$ cat config.mk
export PLATFORM = sky130hd
export DESIGN_NAME = mux_n1_rr_flat
export DESIGN_NICKNAME = d
export VERILOG_FILES = /design/src/rtl/mux_n1_rr_if.sv /design/src/rtl/mux_n1_rr.sv /design/src/flat_wrapper.sv
export SDC_FILE = /design/constraint.sdc
export NUM_CORES = 1
export LEC_CHECK = 0
export CAP_MARGIN = 20
export CORE_ASPECT_RATIO = 1.25
export CORE_MARGIN = 1.5
export CORE_UTILIZATION = 37
export DETAILED_ROUTE_END_ITERATION = 6
export PLACE_DENSITY = 0.79
export SYNTH_ARGS = -nofsm -noshare
export SYNTH_HDL_FRONTEND = slang
export SYNTH_SLANG_ARGS = --single-unit
$ cat constraint.sdc
create_clock -name clk -period 2.7 [get_ports clk]
set_input_delay 0.54 -clock clk [delete_from_list [all_inputs] [get_ports clk]]
set_output_delay 0.54 -clock clk [all_outputs]
set_load 0.02 [all_outputs]
$ cat src/rtl/mux_n1_rr_if.sv
// Channel bundle for the N:1 multiplexer: N upstream valid/ready channels
// plus mode/select controls on one side, one registered output on the other.
interface mux_n1_rr_if #(
    parameter int N  = 4,
    parameter int W  = 8,
    parameter int SW = $clog2(N)
);
    logic [N*W-1:0] in_data;
    logic [N-1:0]   in_valid;
    logic [N-1:0]   in_ready;
    logic           mode;
    logic [SW-1:0]  sel;
    logic [W-1:0]   out_data;
    logic [SW-1:0]  out_chan;
    logic           out_valid;
    logic           out_ready;

    // Multiplexer side
    modport slave (
        input  in_data, in_valid, mode, sel, out_ready,
        output in_ready, out_data, out_chan, out_valid
    );

    // Producer/consumer side
    modport master (
        output in_data, in_valid, mode, sel, out_ready,
        input  in_ready, out_data, out_chan, out_valid
    );
endinterface

$ cat src/rtl/mux_n1_rr.sv
// N:1 valid/ready multiplexer with manual or round-robin channel selection
// and a single registered output stage that sustains one word per cycle.
module mux_n1_rr #(
    parameter int N = 4,
    parameter int W = 8
) (
    input  logic        clk,
    input  logic        rst,
    mux_n1_rr_if.slave  bus
);
    localparam int SW = $clog2(N);

    logic [W-1:0]  out_data_reg;
    logic [SW-1:0] out_chan_reg;
    logic          out_valid_reg;
    logic [SW-1:0] ptr_reg;
    logic [SW-1:0] ptr_next;

    logic          load_en;
    logic          grant_vld;
    logic [SW-1:0] grant_idx;
    logic [N-1:0]  in_ready_w;

    // The output register can take a new word when empty or being drained.
    assign load_en = !out_valid_reg || bus.out_ready;

    // Grant decision: manual select, or first valid channel from ptr upward.
    always_comb begin
        int idx;
        grant_vld = 1'b0;
        grant_idx = '0;
        idx       = 0;
        if (!bus.mode) begin
            // A select value with no matching channel simply yields no grant.
            for (int i = 0; i < N; i++) begin
                if (bus.sel == SW'(i) && bus.in_valid[i]) begin
                    grant_vld = 1'b1;
                    grant_idx = SW'(i);
                end
            end
        end else begin
            // Walk the search order backwards so the closest hit to ptr wins.
            for (int k = N - 1; k >= 0; k--) begin
                idx = int'(ptr_reg) + k;
                if (idx >= N) begin
                    idx = idx - N;
                end
                if (bus.in_valid[idx]) begin
                    grant_vld = 1'b1;
                    grant_idx = SW'(idx);
                end
            end
        end
    end

    assign ptr_next = (grant_idx == SW'(N - 1)) ? '0 : grant_idx + SW'(1);

    // At most one ready bit, and none while reset is held.
    generate
        for (genvar gi = 0; gi < N; gi++) begin : g_ready
            assign in_ready_w[gi] = !rst && load_en && grant_vld && (grant_idx == SW'(gi));
        end
    endgenerate

    // Output register and round-robin pointer; a transfer is a grant with load_en.
    always_ff @(posedge clk) begin
        if (rst) begin
            out_data_reg  <= '0;
            out_chan_reg  <= '0;
            out_valid_reg <= 1'b0;
            ptr_reg       <= '0;
        end else if (load_en) begin
            if (grant_vld) begin
                out_data_reg  <= bus.in_data[int'(grant_idx)*W +: W];
                out_chan_reg  <= grant_idx;
                out_valid_reg <= 1'b1;
                if (bus.mode) begin
                    ptr_reg <= ptr_next;
                end
            end else begin
                out_valid_reg <= 1'b0;
            end
        end
    end

    assign bus.in_ready  = in_ready_w;
    assign bus.out_data  = out_data_reg;
    assign bus.out_chan  = out_chan_reg;
    assign bus.out_valid = out_valid_reg;
endmodule

$ cat src/flat_wrapper.sv
// flat-port wrapper written by rule: the top's interface ports become plain ports
module mux_n1_rr_flat 
#(
    parameter int N = 4,
    parameter int W = 8
)
  (clk, rst, bus_in_data, bus_in_valid, bus_mode, bus_sel, bus_out_ready, bus_in_ready, bus_out_data, bus_out_chan, bus_out_valid);
  mux_n1_rr_if #(.N(N), .W(W)) bus_i ();
  input  logic clk;
  input  logic rst;
  input wire logic [$bits(bus_i.in_data)-1:0] bus_in_data;
  input wire logic [$bits(bus_i.in_valid)-1:0] bus_in_valid;
  input wire logic [$bits(bus_i.mode)-1:0] bus_mode;
  input wire logic [$bits(bus_i.sel)-1:0] bus_sel;
  input wire logic [$bits(bus_i.out_ready)-1:0] bus_out_ready;
  output wire logic [$bits(bus_i.in_ready)-1:0] bus_in_ready;
  output wire logic [$bits(bus_i.out_data)-1:0] bus_out_data;
  output wire logic [$bits(bus_i.out_chan)-1:0] bus_out_chan;
  output wire logic [$bits(bus_i.out_valid)-1:0] bus_out_valid;
  assign bus_i.in_data = bus_in_data;
  assign bus_i.in_valid = bus_in_valid;
  assign bus_i.mode = bus_mode;
  assign bus_i.sel = bus_sel;
  assign bus_i.out_ready = bus_out_ready;
  assign bus_in_ready = bus_i.in_ready;
  assign bus_out_data = bus_i.out_data;
  assign bus_out_chan = bus_i.out_chan;
  assign bus_out_valid = bus_i.out_valid;
  mux_n1_rr #(.N(N), .W(W)) u_core (.clk(clk), .rst(rst), .bus(bus_i));
endmodule
**Word-level counts from Yosys, hierarchy flattened**

Cells that the tools add are included.

- Multiplexer cells: 39
- Reduce and logical (&&, ||, !) cells: 17
- Add/subtract/negate cells: 8
- Eq/ne operators: 6
- Shift operators: 1
- $lt $le $gt $ge: 8

Operator list:

| cell | number |
|---|---|
| $mux 32 | 8 |
| $lt 32x4->1 const B | 4 |
| $ge 32x4->1 const B | 3 |
| $sub 32x4->32 const B | 3 |
| $shiftx 32x6->8 | 1 |
| $mux 1 | 19 |
| $mux 2 | 8 |
| $logic_and 1x1->1 | 10 |
| $bmux 1 s2 | 4 |
| $eq 2x2->1 const B | 4 |
| $add 2x2->3 const B | 2 |
| $eq 2x1->1 const B | 2 |
| $logic_not 2->1 | 2 |
| $sub 2x3->4 const B | 1 |
| $add 2x1->3 const B | 1 |
| $ge 2x3->1 const B | 1 |
| $reduce_and 3->1 | 1 |
| $add 2x1->2 const B | 1 |
| $logic_not 1->1 | 2 |
| $reduce_and 2->1 | 1 |
| $logic_or 1x1->1 | 1 |

- Logic and storage cells: 83
- Register bits after elaboration: 13
- Input port bits: 42
- Output and inout port bits: 15

**Longest topological paths before layout**

Gate-level depths: netlist of run 1.

- Word-level depth: 14
- Mapped depth: 9
- Mapped depth without buffers: 8

**Worst setup path before layout of run 1**

Ideal clock, no wire load.

- Kind: input to output
- Start: input port bus_in_valid[1]
- End: output port bus_in_ready[1]
- Stages on the path: 7
- Buffers on the path: 1
- Data required time: 2160 ps
- Arrival: 1816 ps
- Slack: 344 ps
- Cells stage by stage: or4_4 mux2i_4 a21oi_4 and2b_4 nand2b_4 buf_8 nor2_1

- Word-level cells in the longest chain between the ends: 10
- Elaborated cells on any way between the ends: 32
- Those cells by class: eq/ne: 1; mux: 28; reduce/logical: 3

Ends and longest elaborated chain:

| what | RTL line | RTL |
|---|---|---|
| from (decl) | flat_wrapper.sv:12 | `input wire logic [$bits(bus_i.in_valid)-1:0] bus_in_valid;` |
| $bmux 1 s2 | mux_n1_rr.sv:48 | `if (bus.in_valid[idx]) begin` |
| $mux 1 (implied by the code) (2 in series) | mux_n1_rr.sv:48 |  |
| $mux 2 / $mux 1 (equally long branches) (4 in series) | mux_n1_rr.sv:48 |  |
| $mux 2 / $mux 1 (equally long branches) | mux_n1_rr.sv:33 | `if (!bus.mode) begin` |
| $eq 2x1->1 / $logic_and 1x1->1 (equally long branches) | mux_n1_rr.sv:61 | `assign in_ready_w[gi] = !rst && load_en && grant_vld && (grant_idx == SW'(gi));` |
| $logic_and 1x1->1 (*) | mux_n1_rr.sv:61 |  |
| to (decl) | flat_wrapper.sv:16 | `output wire logic [$bits(bus_i.in_ready)-1:0] bus_in_ready;` |

Every way passes the cells marked *; elsewhere a longest branch is shown, timed or not. The select of a mux whose other input is x is not followed.

**Final worst setup path of run 1**

- Start: input port bus_in_valid[1]
- End: output port bus_in_ready[3]

- Word-level cells in the longest chain between the ends: 10
- Elaborated cells on any way between the ends: 32
- Those cells by class: eq/ne: 1; mux: 28; reduce/logical: 3

Ends and longest elaborated chain:

| what | RTL line |
|---|---|
| $bmux 1 s2 | mux_n1_rr.sv:48 |
| $mux 1 (implied by the code) (2 in series) | mux_n1_rr.sv:48 |
| $mux 2 / $mux 1 (equally long branches) (4 in series) | mux_n1_rr.sv:48 |
| $mux 2 / $mux 1 (equally long branches) | mux_n1_rr.sv:33 |
| $eq 2x2->1 / $logic_and 1x1->1 (equally long branches) | mux_n1_rr.sv:61 |
| $logic_and 1x1->1 (*) | mux_n1_rr.sv:61 |

Marked as above.

==> impl_metrics.csv, run 1 <==
group,metric,value,unit
clocking,root_buffer,"clkbuf_4",
global_route,grt_pass1_wl,4.63,mm
clocking,cts_sinks,13,
worst_setup_path,end_kind,"primary output",
route,firstDrtPassIters,4,
logic_synthesis,synth_nets,139,
sta,worst_pin_slew,0.282,ns
global_route,antenna_found_initial,0,
worst_setup_path,arrival,2.09,ns
worst_setup_path,crit_type,"in -> out",
sta,fmax,380,MHz
outcome,outcome,"complete, no violations",
sta,rsz0062_at_grt,"yes",
route,wire_per_inst,13.1,um
worst_setup_path,cp.required,2.16,ns
placement,post_dp_cell_area,1660,sq um
logic_synthesis,synth.distinct_cells,31,
final_layout,num-fill-cells,217,
route,viasPerCell,5.03,
worst_setup_path,crit_buf_inv,2,
route,ant_nets,0,
power_and_ir_drop,peakVddDrop,0.252,mV
final_layout,drive_gt1_share,25.7,%
clocking,cts.reportedPaths.clkPinSlew,0.08,ns
route,wl_met1,982,um
global_route,grt_pass1_vias,1055,
logic_synthesis,synth_top_area_share,27.2,%
floorplan,die_area,2910,sq um
final_layout,final_cell_mix,"clkdlybuf4s50_1 (46), mux2i_1 (19), buf_4 (19)",
clocking,cts_tree,"built",
sta,maxSlewHeadroom,81.2,%
final_layout,n_antenna_cell,0,
placement,dp_cells,199,
power_and_ir_drop,total_power,0.683,mW
route,dr_wl_met2,1.38,mm
floorplan,start_util,39.1,%
route,wl_met3,268,um
logic_synthesis,yosys_warnings,0,
sta,finalSetupViolations,0,
floorplan,core,2450,sq um
clocking,htree_num_levels,1,
sta,fin_crit_sh,97.4,%
logic_synthesis,synthTopCellsByArea,"dfxtp_1 (27%), mux2i_1 (20%), o221ai_2 (13%)",
worst_setup_path,worst_r2r_startpoint,"u_core.ptr_reg[0]",
min_path,min_from,"u_core.bus.out_data[6]",
sta,skew,0.00184,ns
worst_setup_path,cp-start-kind,"input port",
placement,hpwl,2.21,mm
route,drt_iter0_drc,7,
clocking,cts_buffer_depth,2,
worst_setup_path,cp_max_fo,4,
logic_synthesis,dominantRegCellSynth,"dfxtp_1",
floorplan,rows,20,
global_route,grt_start_max_net_pins,10,
final_layout,largest_reg_flops,8,
final_layout,finalCoreUtilization,68.2,%
run,maxCapViolations,0,
worst_setup_path,cp-startpoint,"bus_in_valid[1]",
final_layout,fin_area,1670,sq um
floorplan,die_width,48.5,um
logic_synthesis,synth_cells,96,
worst_setup_path,critPathMaxStageDelay,0.57,ns
route,drc_errors,0,
sta,setup_tns,0,ns
final_layout,final_cell_count_no_fill,204,
logic_synthesis,synth_edf_count,0,
logic_synthesis,avgSynthCellArea,9.98,sq um
route,drt_wl_total,2.67,mm
final_layout,area_growth,74.4,%
floorplan,dieHeight,59.9,um
final_layout,layout_commonest_cell,"clkdlybuf4s50_1",
clocking,clk_latency,0.28,ns
logic_synthesis,seq_area_frac_synth,27.2,%
logic_synthesis,synthArstFlopShare,0,%
logic_synthesis,netlist_area,958,sq um
global_route,grt_overflow,0,
sta,maxSlewViolCount,0,
global_route,grt.total_usage,20.5,%
route,dr_total_vias,1027,
clocking,cts_buffers,3,
worst_setup_path,crit_chain,"clkdlybuf4s15_1 > or4_4 > mux2i_4 > a21oi_4 > and2b_4 > and3b_1 > buf_4",
route,top_layer,"met4",
final_layout,fin_nets,215,
sta,hold_viol_final,0,
worst_setup_path,crit_family,"simple AND/OR/NAND/NOR gates",
power_and_ir_drop,power.leakage,0.708,nW
logic_synthesis,synth_top_area_cell,"dfxtp_1",
sta,period_minus_slack,2.63,ns
clocking,ctsHoldBuffers,0,
min_path,hp-class,"reg -> reg",
floorplan,pin_count,57,
power_and_ir_drop,power.density,409,nW/um^2
worst_setup_path,crit_path_top_delay_cell,"or4_4",
logic_synthesis,ys_ff_latch,13,
placement,gp_congestion,0.758,
placement,io_buffers,56,
[synthesized netlist by cell type (2+ instances only)]
| cell | number |
|---|---|
| buf_2 | 2 |
| o311ai_1 | 2 |
| mux2i_1 | 19 |
| nand3_1 | 2 |
| nand2_1 | 10 |
| o221ai_2 | 8 |
| o21ai_0 | 2 |
| inv_1 | 5 |
| a21oi_1 | 4 |
| nor2_1 | 9 |
| dfxtp_1 | 13 |
[report_power, final]
part,internal [mW],switching [mW]
logic,0.183,0.141
registers,0.216,0.0176
clock network,0.0574,0.0676
total,0.457,0.226
[path summary, 6_finish.rpt]
path	to	slack (ns)	cells past startpoint
worst max register to register	u_core.bus.out_data[5]	0.70	8
worst min register to register	u_core.bus.out_data[6]	0.48	2
worst max-delay path	bus_in_ready[3]	0.07	7
worst min-delay path	u_core.bus.out_data[6]	0.48	2
[layer usage]
layer / vias to the layer above / GRT usage, %
li1: 514 / -
met1: 453 / 20.6
met2: 56 / 38.9
met3: 4 / 6.75
met4: 0 / 9.39
met5: - / 0
[worst reg2reg max path, cell delays in order (launching register included)]
cell	delay, ns
dfxtp_1	0.40
and2b_2	0.26
o21ai_2	0.14
o311ai_1	0.12
o211a_1	0.29
buf_4	0.16
buf_4	0.18
mux2i_1	0.23
o221ai_2	0.12
[cell type report]
class / count / area (sq um) / share of cell area, %
repair buffers: 74 / 669 / 40.0
inverters: 5 / 18.8 / 1.12
flip-flops and latches: 13 / 260 / 15.6
multi-input cells: 75 / 656 / 39.2
well taps: 33 / 41.3 / 2.47
clock buffers: 4 / 26.3 / 1.57
[what timing repair did]
item,in CTS,in global routing
setup endpoints to repair,4,4
pin swaps,2,2
gates resized for setup,23,5
setup buffers,1,0
[cells by family (layout without fill, tap and decap cells)]
family	after synthesis	count (layout)	share of synthesized area (%)
simple gates	29	29	16.6
compound gates	23	23	24.7
mux	22	22	25.7
flops	13	13	27.2
buf+inv	8	83	4.57
fa+ha+maj	1	1	1.31
[metrics by stage]
step	hold slack [ns]	setup slack, ns
6_report	0.481	0.0697
5_1_grt	0.517	-0.00794
4_1_cts	0.483	0.0102
3_5_place_dp	0.452	-0.631
3_3_place_gp	0.450	-0.568
2_1_floorplan	0.502	0.344
Note: power is estimated with default switching activity, not from simulation.
==> run 2: changes to the inputs <==
Settings changed: ABC_AREA set to 1, CORE_UTILIZATION 37 to 40, GPL_TIMING_DRIVEN set to 0, PLACE_DENSITY 0.79 to 0.8.
==> run 2 against run 1 <==
  * Synthesized area up 21%
  * Critical path depth increased by 3
  * Cell count up 45%
  * Clock skew shrank 0.00099 ns
  * Global-route usage rose by 3.2 points
  * Largest cell class is now multi-input combinational cells
  * Synthesized cell count grew 100%
  * Maximum frequency increased by 2.1%
  * Die area up 11%
  * Largest power group unchanged
  * Critical endpoint unchanged
  * Sequential power about the same
  * Clock power about the same
  * Core utilization is 2.4 points higher
==> impl_metrics.csv, run 2 <==
group,metric,value,unit
final_layout,multi_input_area,788,sq um
worst_setup_path,cp_max_fo,4,
placement,gp_congestion,0.847,
outcome,outcome,"complete, no violations",
floorplan,start_util,42.8,%
logic_synthesis,synthArstFlopShare,0,%
sta,period_minus_slack,2.58,ns
logic_synthesis,synth_common_cells,"nand3_1 (56), nand2_1 (44), inv_1 (27)",
sta,maxSlewHeadroom,71.4,%
logic_synthesis,yosysMostFrequentCell,"nand3_1",
route,firstDrtPassIters,4,
logic_synthesis,synth_top_area_share,24.2,%
global_route,grt_pass1_vias,1313,
placement,hpwl,2.47,mm
floorplan,die_area,3230,sq um
worst_setup_path,r2r_slack,0.76,ns
floorplan,pin_count,57,
route,drc_errors,0,
final_layout,layout_commonest_cell,"nand3_1",
global_route,grt_start_max_net_pins,11,
logic_synthesis,netlist_area,1160,sq um
power_and_ir_drop,total_power,0.853,mW
worst_setup_path,endpoint,"bus_in_ready[3]",
final_layout,drive_gt1_share,21.8,%
worst_setup_path,cp-start-kind,"input port",
worst_setup_path,cp.required,2.16,ns
global_route,grt_pass1_wl,5.94,mm
final_layout,num-fill-cells,237,
logic_synthesis,synth_cells,192,
sta,skew,0.000850,ns
sta,maxSlewViolCount,0,
route,wire_per_inst,12.0,um
route,viasPerCell,4.96,
logic_synthesis,synth.distinct_cells,27,
sta,finalSetupViolations,0,
worst_setup_path,cp-startpoint,"bus_sel[0]",
clocking,cts_buffer_depth,2,
sta,fmax,388,MHz
worst_setup_path,end_kind,"primary output",
route,drt_wl_total,3.56,mm
route,drt_iter0_drc,53,
floorplan,dieHeight,63.2,um
final_layout,regArea,262,sq um
floorplan,core,2710,sq um
clocking,cts_tree,"built",
sta,worst_pin_slew,0.429,ns
clocking,clk_latency,0.28,ns
route,dr_total_vias,1467,
logic_synthesis,synth_top_area_cell,"nand3_1",
clocking,cts_sinks,13,
placement,dp_cells,282,
final_layout,largest_reg_flops,8,
sta,fin_crit_sh,95.4,%
global_route,grt.total_usage,23.8,%
final_layout,final_cell_mix,"nand3_1 (54), clkdlybuf4s50_1 (45), nand2_1 (41)",
logic_synthesis,avgSynthCellArea,6.03,sq um
worst_setup_path,r2r-end,"u_core.bus.out_data[7]",
run,maxCapViolations,0,
logic_synthesis,dominantRegCellSynth,"dfxtp_1",
logic_synthesis,seq_area_frac_synth,22.5,%
logic_synthesis,synth_edf_count,0,
floorplan,die_width,51.1,um
global_route,grt_overflow,0,
power_and_ir_drop,peakVddDrop,0.305,mV
clocking,root_buffer,"clkbuf_4",
global_route,antenna_found_initial,0,
power_and_ir_drop,power.leakage,0.958,nW
final_layout,fin_nets,306,
final_layout,area_growth,64.8,%
logic_synthesis,synth_nets,235,
placement,io_buffers,56,
logic_synthesis,synthTopCellsByArea,"nand3_1 (24%), dfxtp_1 (22%), nand2_1 (14%)",
power_and_ir_drop,power.density,447,nW/um^2
clocking,cts.reportedPaths.clkPinSlew,0.09,ns
clocking,cts_buffers,3,
route,ant_nets,0,
clocking,htree_num_levels,1,
sta,fin_hold_ws,0.470,ns
logic_synthesis,ys_ff_latch,13,
worst_setup_path,crit_type,"in -> out",
floorplan,rows,21,
worst_setup_path,arrival,2.04,ns
worst_setup_path,reg2reg_depth,16,
logic_synthesis,yosys_warnings,0,
sta,hold_viol_final,0,
min_path,hp-class,"reg -> reg",
final_layout,final_cell_count_no_fill,296,
final_layout,n_antenna_cell,0,
worst_setup_path,worst_r2r_startpoint,"u_core.ptr_reg[0]",
-- run 2: how the worst min path moves through the flow --
| stage | slack, ns | cells after the start | startpoint | endpoint |
|---|---|---|---|---|
| finish | 0.47 | 2 | u_core.bus.out_chan[0] | u_core.bus.out_chan[0] |
| global route | 0.49 | 2 | u_core.bus.out_data[6] | u_core.bus.out_data[6] |
| CTS | 0.47 | 2 | u_core.bus.out_chan[0] | u_core.bus.out_chan[0] |
| detailed placement | 0.46 | 2 | u_core.bus.out_chan[0] | u_core.bus.out_chan[0] |
| global placement | 0.46 | 2 | u_core.bus.out_data[6] | u_core.bus.out_data[6] |
| floorplan | 0.55 | 2 | u_core.bus.out_chan[0] | u_core.bus.out_chan[0] |
-- run 2: critical path: stages --
cell and delay (ns):
dlygate4sd2_1 0.30, o31ai_4 0.30, o21ai_2 0.11, a21oi_4 0.21, inv_4 0.07, nor2_8 0.15, buf_4 0.13, nand3_1 0.05
inv_1 0.05, buf_4 0.13
-- run 2: repair_timing --
item / in CTS / in global routing
resized for setup: 40 / 5
gates cloned: 0 / 0
setup buffers: 11 / 0
pin swaps: 8 / 1
hold buffers: 0 / 0
endpoints found under the setup margin: 4 / 4
-- run 2: layout make-up --
type	count	area share [%]
Buffer	5	2.23
Clock buffer	4	1.38
Inverter	32	6.55
Multi-Input combinational cell	141	41.3
Sequential cell	13	13.7
Tap cell	34	2.23
Timing Repair Buffer	67	32.6
-- run 2: power by group --
group | leakage, nW | internal, mW | switching [mW]
clock network | 0.0150 | 0.0573 | 0.0708
registers | 0.108 | 0.219 | 0.0149
logic | 0.835 | 0.226 | 0.264
-- run 2: cells by family after synthesis --
logic type | synth area share, %
compound gates | 9.29
xor+xnor | 0.756
fa+ha+maj | 1.08
buf+inv | 15.1
flops | 22.5
simple gates | 51.3
-- run 2: metal layers --
metal	wire length, um	share of wire [%]	GRT usage [%]	vias to the layer above
met5	0	0	0	-
met4	38	1.1	6.08	0
met3	240	6.7	2.37	4
met2	1760	49	41.9	63
met1	1520	43	30.2	642
li1	-	-	-	758
-- run 2: stage by stage --
stage	setup WS, ns	cell area, sq um	utilization, %	TNS (ns)
detailed placement	-0.759	1760	65.1	-2.98
CTS	0.00584	1900	70.0	0
finish	0.125	1910	70.6	0
floorplan	0.351	1160	-	0
global route	-0.00123	1910	70.6	-0.00123
global placement	-0.734	1760	65.1	-2.89
